`src/rtl/vend_alu_pkg.sv`:
```
// Shared definitions for the vending-machine ALU scheduler: op codes, FSM states, default width.
package vend_alu_pkg;

  localparam int DEFAULT_WIDTH = 5;

  localparam logic [1:0] ALU_ADD  = 2'd0;
  localparam logic [1:0] ALU_SUB  = 2'd1;
  localparam logic [1:0] ALU_CMP  = 2'd2;
  localparam logic [1:0] ALU_PASS = 2'd3;

  typedef enum logic [1:0] {
    IDLE = 2'd0,
    EXEC = 2'd1,
    RESP = 2'd2
  } state_t;

endpackage

```
`src/rtl/vend_rr_arbiter.sv`:
```
// Combinational requester arbiter: round-robin search from ptr, or lowest-index-first when fixed_prio is set.
module vend_rr_arbiter #(
  parameter int NUM_REQ = 3,
  parameter int IW      = 2
) (
  input  logic [NUM_REQ-1:0] req,
  input  logic [IW-1:0]      ptr,
  input  logic               fixed_prio,
  output logic [NUM_REQ-1:0] winner_oh,
  output logic [IW-1:0]      winner_idx,
  output logic               any
);

  int start;
  int idx;

  always_comb begin
    winner_oh  = '0;
    winner_idx = '0;
    any        = 1'b0;
    start      = fixed_prio ? 0 : (int'(ptr) % NUM_REQ);
    idx        = 0;
    // First requester found walking upward from the start slot wins.
    for (int k = 0; k < NUM_REQ; k++) begin
      idx = (start + k) % NUM_REQ;
      if (!any && req[idx]) begin
        any            = 1'b1;
        winner_oh[idx] = 1'b1;
        winner_idx     = IW'(idx);
      end
    end
  end

endmodule

```
`src/rtl/vend_alu_sched.sv`:
```
// Shares one vending ALU between the coin/compare/change requesters with a grant/exec/respond FSM.
// Build option: define VEND_SCHED_FIXED_PRIO_EN for lowest-index-wins priority instead of round-robin.
//
// state | meaning
// IDLE  | waiting for any req; winner latched and gnt issued on leaving
// EXEC  | ALU driven from latched operands; down-counter runs to 1
// RESP  | done pulse to the winner; round-robin pointer advances
module vend_alu_sched
  import vend_alu_pkg::*;
#(
  parameter int NUM_REQ = 3,
  parameter int WIDTH   = DEFAULT_WIDTH,
  parameter int ALU_LAT = 1
) (
  input  logic                     clk,
  input  logic                     rst_n,
  input  logic [NUM_REQ-1:0]       req,
  input  logic [2*NUM_REQ-1:0]     req_op,
  input  logic [WIDTH*NUM_REQ-1:0] req_a,
  input  logic [WIDTH*NUM_REQ-1:0] req_b,
  output logic [NUM_REQ-1:0]       gnt,
  output logic [NUM_REQ-1:0]       done,
  output logic [WIDTH-1:0]         rsp_result,
  output logic                     rsp_ge,
  output logic                     rsp_carry,
  output logic                     busy,
  output logic [1:0]               alu_op,
  output logic [WIDTH-1:0]         alu_a,
  output logic [WIDTH-1:0]         alu_b,
  output logic                     alu_en,
  input  logic [WIDTH-1:0]         alu_result,
  input  logic                     alu_ge,
  input  logic                     alu_carry
);

  localparam int IW = (NUM_REQ < 2) ? 1 : $clog2(NUM_REQ);
  localparam int CW = (ALU_LAT < 2) ? 1 : $clog2(ALU_LAT + 1);

  state_t               state;
  state_t               state_nxt;
  logic [CW-1:0]        cnt;
  logic [NUM_REQ-1:0]   win_oh;
  logic [IW-1:0]        win_idx;
  logic                 win_any;
  logic [NUM_REQ-1:0]   win_oh_q;
  logic [IW-1:0]        ptr;
  logic                 fixed_prio;

  vend_rr_arbiter #(
    .NUM_REQ(NUM_REQ),
    .IW     (IW)
  ) u_arb (
    .req       (req),
    .ptr       (ptr),
    .fixed_prio(fixed_prio),
    .winner_oh (win_oh),
    .winner_idx(win_idx),
    .any       (win_any)
  );

`ifdef VEND_SCHED_FIXED_PRIO_EN
  assign fixed_prio = 1'b1;
  assign ptr        = '0;
`else
  logic [IW-1:0] win_idx_q;

  assign fixed_prio = 1'b0;

  always_ff @(posedge clk or negedge rst_n) begin
    if (!rst_n) begin
      ptr       <= '0;
      win_idx_q <= '0;
    end else begin
      if (state == IDLE && win_any) win_idx_q <= win_idx;
      if (state == RESP) begin
        ptr <= (int'(win_idx_q) == NUM_REQ - 1) ? '0 : win_idx_q + IW'(1);
      end
    end
  end
`endif

  always_ff @(posedge clk or negedge rst_n) begin
    if (!rst_n) state <= IDLE;
    else        state <= state_nxt;
  end

  always_comb begin
    state_nxt = state;
    busy      = 1'b0;
    alu_en    = 1'b0;
    done      = '0;
    case (state)
      IDLE: if (win_any) state_nxt = EXEC;
      EXEC: begin
        busy   = 1'b1;
        alu_en = 1'b1;
        if (cnt == CW'(1)) state_nxt = RESP;
      end
      RESP: begin
        busy      = 1'b1;
        done      = win_oh_q;
        state_nxt = IDLE;
      end
      default: state_nxt = IDLE;
    endcase
  end

  // The alu_* outputs are the operand latches themselves, so they only move on a capture.
  always_ff @(posedge clk or negedge rst_n) begin
    if (!rst_n) begin
      cnt        <= '0;
      gnt        <= '0;
      win_oh_q   <= '0;
      alu_op     <= '0;
      alu_a      <= '0;
      alu_b      <= '0;
      rsp_result <= '0;
      rsp_ge     <= 1'b0;
      rsp_carry  <= 1'b0;
    end else begin
      gnt <= '0;
      case (state)
        IDLE: if (win_any) begin
          gnt      <= win_oh;
          win_oh_q <= win_oh;
          alu_op   <= req_op[2*int'(win_idx) +: 2];
          alu_a    <= req_a[WIDTH*int'(win_idx) +: WIDTH];
          alu_b    <= req_b[WIDTH*int'(win_idx) +: WIDTH];
          cnt      <= CW'(ALU_LAT);
        end
        EXEC: begin
          cnt <= cnt - CW'(1);
          if (cnt == CW'(1)) begin
            rsp_result <= alu_result;
            rsp_ge     <= alu_ge;
            rsp_carry  <= alu_carry;
          end
        end
        default: ;
      endcase
    end
  end

endmodule

```
`config.mk`:
```
export PLATFORM = sky130hd
export DESIGN_NAME = vend_alu_sched
export DESIGN_NICKNAME = d
export VERILOG_FILES = /design/src/rtl/vend_alu_pkg.sv /design/src/rtl/vend_rr_arbiter.sv /design/src/rtl/vend_alu_sched.sv
export SDC_FILE = /design/constraint.sdc
export NUM_CORES = 1
export LEC_CHECK = 0
export BUFFER_PORTS_ARGS = -buffer_cell sky130_fd_sc_hd__buf_2
export CORE_MARGIN = 1.5
export CORE_UTILIZATION = 40
export CTS_CLUSTER_DIAMETER = 100
export DETAILED_ROUTE_END_ITERATION = 8
export PLACE_DENSITY = 0.7
export SETUP_SLACK_MARGIN = 0.4
export SYNTH_ARGS = -nofsm -noshare
export SYNTH_HDL_FRONTEND = slang
export SYNTH_SLANG_ARGS = --single-unit
```
`constraint.sdc`:
```
create_clock -name clk -period 3.4 [get_ports clk]
set_input_delay 0.34 -clock clk [delete_from_list [all_inputs] [get_ports clk]]
set_output_delay 0.34 -clock clk [all_outputs]
set_load 0.02 [all_outputs]
```
# Word level (Yosys, flattened, before mapping)
# Index checks and enable logic that the tools add are counted.
# totals
ff_bits	32
inputBits	48
output_inout_bits	27
elab_cells	87
# op_classes
n_addsub	4
n_mul	1
n_div	4
n_lt_le_gt_ge	6
eq_ne	5
shifts	3
mux	35
n_bitwise	2
reduce_logical	15
# ops
operator	n
greater-or-equal comparator 32 x 1 -> 1 bit, second input constant	3
less-than comparator 32 x 4 -> 1 bit, second input constant	3
modulo 32 x 3 -> 32 bit, second input constant	3
adder 32 x 2 -> 32 bit, second input constant	1
adder 32 x 3 -> 32 bit, second input constant	1
modulo 3 x 3 -> 32 bit, second input constant	1
indexed part select 15 x 32 -> 5 bit	1
two-way mux 3 bit	6
two-way mux 1 bit	15
indexed part select 15 x 6 -> 5 bit	1
two-way mux 2 bit	6
AND reduction 2 bit	4
binary-select mux 1 bit (select 2 bit)	3
demux 1 bit (select 2 bit)	3
logical AND 1 bit	6
OR 3 bit	2
indexed part select 6 x 4 -> 2 bit	1
multiplier 3 x 2 -> 5 bit, first input constant	1
== test 2 bit, second input constant	2
!= test 2 bit, second input constant	2
one-hot mux 2 bit (2 select lines)	1
adder 2 x 1 -> 2 bit, second input constant	1
== test 2 x 1 -> 1 bit, second input constant	1
zero test 1 bit	2
5 further kinds	5

# Longest topological paths before layout
# logic_depth
depth_word	14
depth_mapped	11

# Cells and area by module
# A second synthesis with hierarchy kept.
# hier_totals
cells_unflattened	190
area_unflattened_um2	1933.1
# modules_own_cells
module	instances	cells_each	area_each_um2	seq_area_each_um2
vend_alu_sched	1	139	1570.3	800.8
vend_rr_arbiter	1	51	362.8	0.0

# Worst setup path before layout
# Ideal clock, no wire load.
# synth_timing
kind	register -> register
from	register ptr[1]
to	register win_idx_q[0]
setup_ns	0.125
arrival_time_ns	2.274
slack_ns	1.000
path_stages_with_launch	10
synth_period_minus_slack_ns	2.400
path_cell_list	dfrtp_1 -> inv_1 -> ha_1 -> mux2_4 -> mux2_4 -> nor4b_4 -> nand2b_1 -> buf_6 -> buf_12 -> mux2_4
# synth_between
elab_chain_cells	13
word_cells_on_any_way	26
# synth_lines
element	line	rtl
start: declaration	vend_alu_sched.sv:46	logic [IW-1:0] ptr;
start signal: assignment	vend_alu_sched.sv:76	ptr <= (int'(win_idx_q) == NUM_REQ - 1) ? '0 : win_idx_q + IW'(1);
modulo 3 x 3 -> 32 bit (*)	vend_rr_arbiter.sv:21	start = fixed_prio ? 0 : (int'(ptr) % NUM_REQ);
parallel branches: the longest is 12 deep, another holds adder 32 x 2 -> 32 bit	n/a	
end signal: assignment	vend_alu_sched.sv:74	if (state == IDLE && win_any) win_idx_q <= win_idx;
end: declaration	vend_alu_sched.sv:65	logic [IW-1:0] win_idx_q;
# Every way passes the cells marked *. The select of a mux whose other input is x is not followed.
# A chain may end at the register's enable or synchronous reset.

# Final worst setup path
# layout_timing
from	register ptr[1]
to	register win_idx_q[1]
# Same word-level chain as after synthesis.

==> flow_metrics.tcl <==
set metrics [dict create \
    drv_cap 0 \
    num_rows 25 \
    critical_path.startpoint_type "register" \
    grt_first_pass_wirelength_mm 7.217 \
    dr.pass1.iters 4 \
    p_leak_nw 1.299 \
    slowest_stage "dfrtp_1" \
    fin_tns_setup_ps 0 \
    first_global_vias 1611 \
    ir_worst_vdd_v 0.0005046 \
    cts_resized 1 \
    hold_buffers 0 \
    fin_ws_ps 670.6 \
    critPathCaptureType "register" \
    nNetsFinal 337 \
    crit_family "simple AND/OR/NAND/NOR gates" \
    synth_nets 266 \
    cts_made_buffers 5 \
    die_w_um 74.01 \
    worstPathRequired_ps 3540 \
    syn-instance-count 211 \
    coreArea_mm2 0.004786 \
    syn_area_mm2 0.002017 \
    p_sw_mw 1.239 \
    vias 1753 \
    antennaDiodeCount 0 \
    path_max_fanout 13 \
    synth_edf_count 0 \
    final-setup-viol-count 0 \
    drcViolationCount 0 \
    worstHoldPathType "input pin to async pin" \
    min_period_over_period_pct 80.28 \
    yosysWarningCount 0 \
    avgSynthCellArea_um2 9.559 \
    cts_root_buf "clkbuf_8" \
    seq_power_share_pct 24.6 \
    finalHoldViolCount 0 \
    p_sw_share_pct 45.65 \
    overflow 0 \
    grt_max_degree 33 \
    p_clk_share_pct 11.0 \
    pwr-share-comb_pct 64.4 \
    port_buffers 74 \
    cts_sinks 32 \
    synthArstFlopShare_pct 100.0 \
    drt_wl_total_mm 4.585 \
    synth-seq-cells 32 \
    outcome "complete, no violations" \
    crit_top_cell "mux2_4" \
    syn_to_final_growth_pct 23.76 \
    cts_tree "done" \
    post_drt_wl_per_cell_um 13.10 \
    gp_congestion 0.8470 \
    skew_ps 4.107 \
    worstSetupPathType "register to register" \
    cts_max_level 2 \
    drt_iter0_markers 81 \
    synth-seq-area-share_pct 39.70 \
    fmax_ghz 0.3664 \
    postCtsSetupBuffers 0 \
    tightest_slew_ps 817.8 \
    ios 75 \
    clk_latency_ps 280 \
    design.die.area_mm2 0.005477 \
    p_int_mw 1.475 \
    yosys-top-cells-area "dfrtp_1, o221a_2, nand2_1, ha_1, o31ai_1" \
    yosysTopAreaCellShare_pct 39.70 \
    pre_cts_slack_ps 377.5 \
    period_needed_ps 2729 \
    yosysUniqueCellTypes 42 \
    vias_per_cell 5.009 \
    cts.clk_slew.worst_paths_ps 70 \
    ant_nets 0 \
    grt_usage_pct 16.90 \
    rsz0062_at_grt "false" \
    slowest_delay_ps 400 \
    die_h_um 74.01 \
    yosysTopAreaCell "dfrtp_1" \
    cp_cell_sequence "inv_1 -> ha_2 -> mux2_4 -> mux2_4 -> nor4b_4 -> nand2b_2 -> buf_4 -> o21ai_0" \
    cp_num_buf_inv 2 \
    critPathArrivalTime_ps 2870 \
    start_util_pct 42.14 \
    dpl.hpwl_mm 3.476 \
    synth-main-ff-cell "dfrtp_1" \
    antenna_found_initial 0 \
    clk_path_buf_depth 2 \
    final_layout_size_suffix_gt1_share_pct 39.22 \
    powerDensity_mw_per_mm2 1087 \
    max-slew-margin-rel_pct 45.12 \
    final_max_slew_viol_count 0 \
]
[power groups by stage]
stage               clock network (mW)  logic (mW)  registers [mW]
floorplan                            0        1.27           0.819
finish                           0.298        1.75           0.668
global route                     0.328        1.92           0.687
CTS                              0.308        1.75           0.667
global placement                     0        1.71           0.666
detailed placement                   0        1.75           0.674
[logic make-up (layout without fill, tap and decap cells)]
family                     count (synthesis)  after routing  synth area share (%)
xor gates and xnor gates                   1              1                0.4343
muxes                                     16             16                 9.119
and+or+nand+nor                           75             75                 18.67
DFF                                       32             32                 39.70
buffers and inverters                     31            103                 8.126
adders and majority gates                  7              7                 4.342
AOI/OAI and AO/OA                         49             49                 19.60
[stage by stage]
stage                     area, µm²  hold WS, ps  instances  power [mW]  util (%)
after global routing           2496        152.7        350       2.935     52.16
after CTS                      2492        127.3        350       2.729     52.08
final                          2496        102.7        350       2.714     52.16
after global placement         2397        423.7        342       2.379     50.09
after floorplan                2017        44.41        211       2.091         -
after detailed placement       2397        433.2        342       2.422     50.09
[layout make-up]
type	count	area, µm²
clock inverters	2	10.01
inverters	18	67.56
clock buffers	6	82.58
multi-input cells	148	1059
flip-flops and latches	32	800.8
repair buffers	77	392.9
well taps	67	83.83
fillers	466	2290
[registers in the layout, indices dropped and copies added, names as in the netlist, 3 cells and up]
name	flops
alu_a	5
gnt	3
rsp_result	5
win_oh_q	3
alu_b	5
[layout by cell type, fill, tap and decap left out, types with 5 or more instances in the layout]
cell      synthesis  layout
o31ai_1          11      11
mux2i_1           6       6
clkbuf_8          0       6
buf_2             3      74
o21ai_0           5       5
o221a_2          11      11
nor2_1           18      18
nand2_1          28      28
and2_1            5       5
ha_1              7       6
mux2_2            7       7
nor2b_1          11      11
dfrtp_1          32      32
inv_1            18      18
[cell usage after synthesis, types with 2 or more instances]
library cell,count
buf_2,3
and2_1,5
clkbuf_1,3
o221a_2,11
ha_1,7
mux2_4,3
a2bb2oi_1,2
o31ai_1,11
nand3_1,2
o21ai_0,5
nor2_1,18
o31a_1,3
a21o_1,3
o22ai_1,2
dfrtp_1,32
nand2b_1,3
mux2_2,7
inv_1,18
mux2i_1,6
buf_6,2
nor3_1,2
nand2_1,28
nor2b_1,11
a211oi_1,2
buf_4,3
a21oi_1,3
[path summary, 6_finish.rpt]
kind	from	end	slack [ps]	depth (start not counted)
worst max-delay path	ptr[1]	win_idx_q[1]	670	8
worst min-delay path	rst_n	rsp_result[3]	100	1
worst max register to register	ptr[1]	win_idx_q[1]	670	8
worst min register to register	win_oh_q[1]	win_oh_q[1]	470	1
max in group asynchronous	rst_n	alu_b[3]	2850	1
min in group clk	alu_ge	rsp_ge	290	2
[worst reg2reg max path: cells and delay by family (launching register included)]
| kind | cells | cell delay [ps] |
|---|---|---|
| buffers and inverters | 2 | 340 |
| multiplexers | 2 | 680 |
| flip-flops | 1 | 400 |
| AND/OR/NAND/NOR | 2 | 740 |
| AO/OA/AOI/OAI | 1 | 100 |
| adder cells (fa/ha/maj) | 1 | 320 |
[metal layers]
| layer | up-vias | share of wire (%) | GRT usage [%] |
|---|---|---|---|
| li1 | 876 | - | - |
| met1 | 814 | 46 | 23.51 |
| met2 | 58 | 48 | 25.99 |
| met4 | 0 | 0.96 | 4.938 |
| met5 | - | 0 | 0 |
| met3 | 5 | 5.5 | 4.336 |
(Power assumes the default switching activity.)
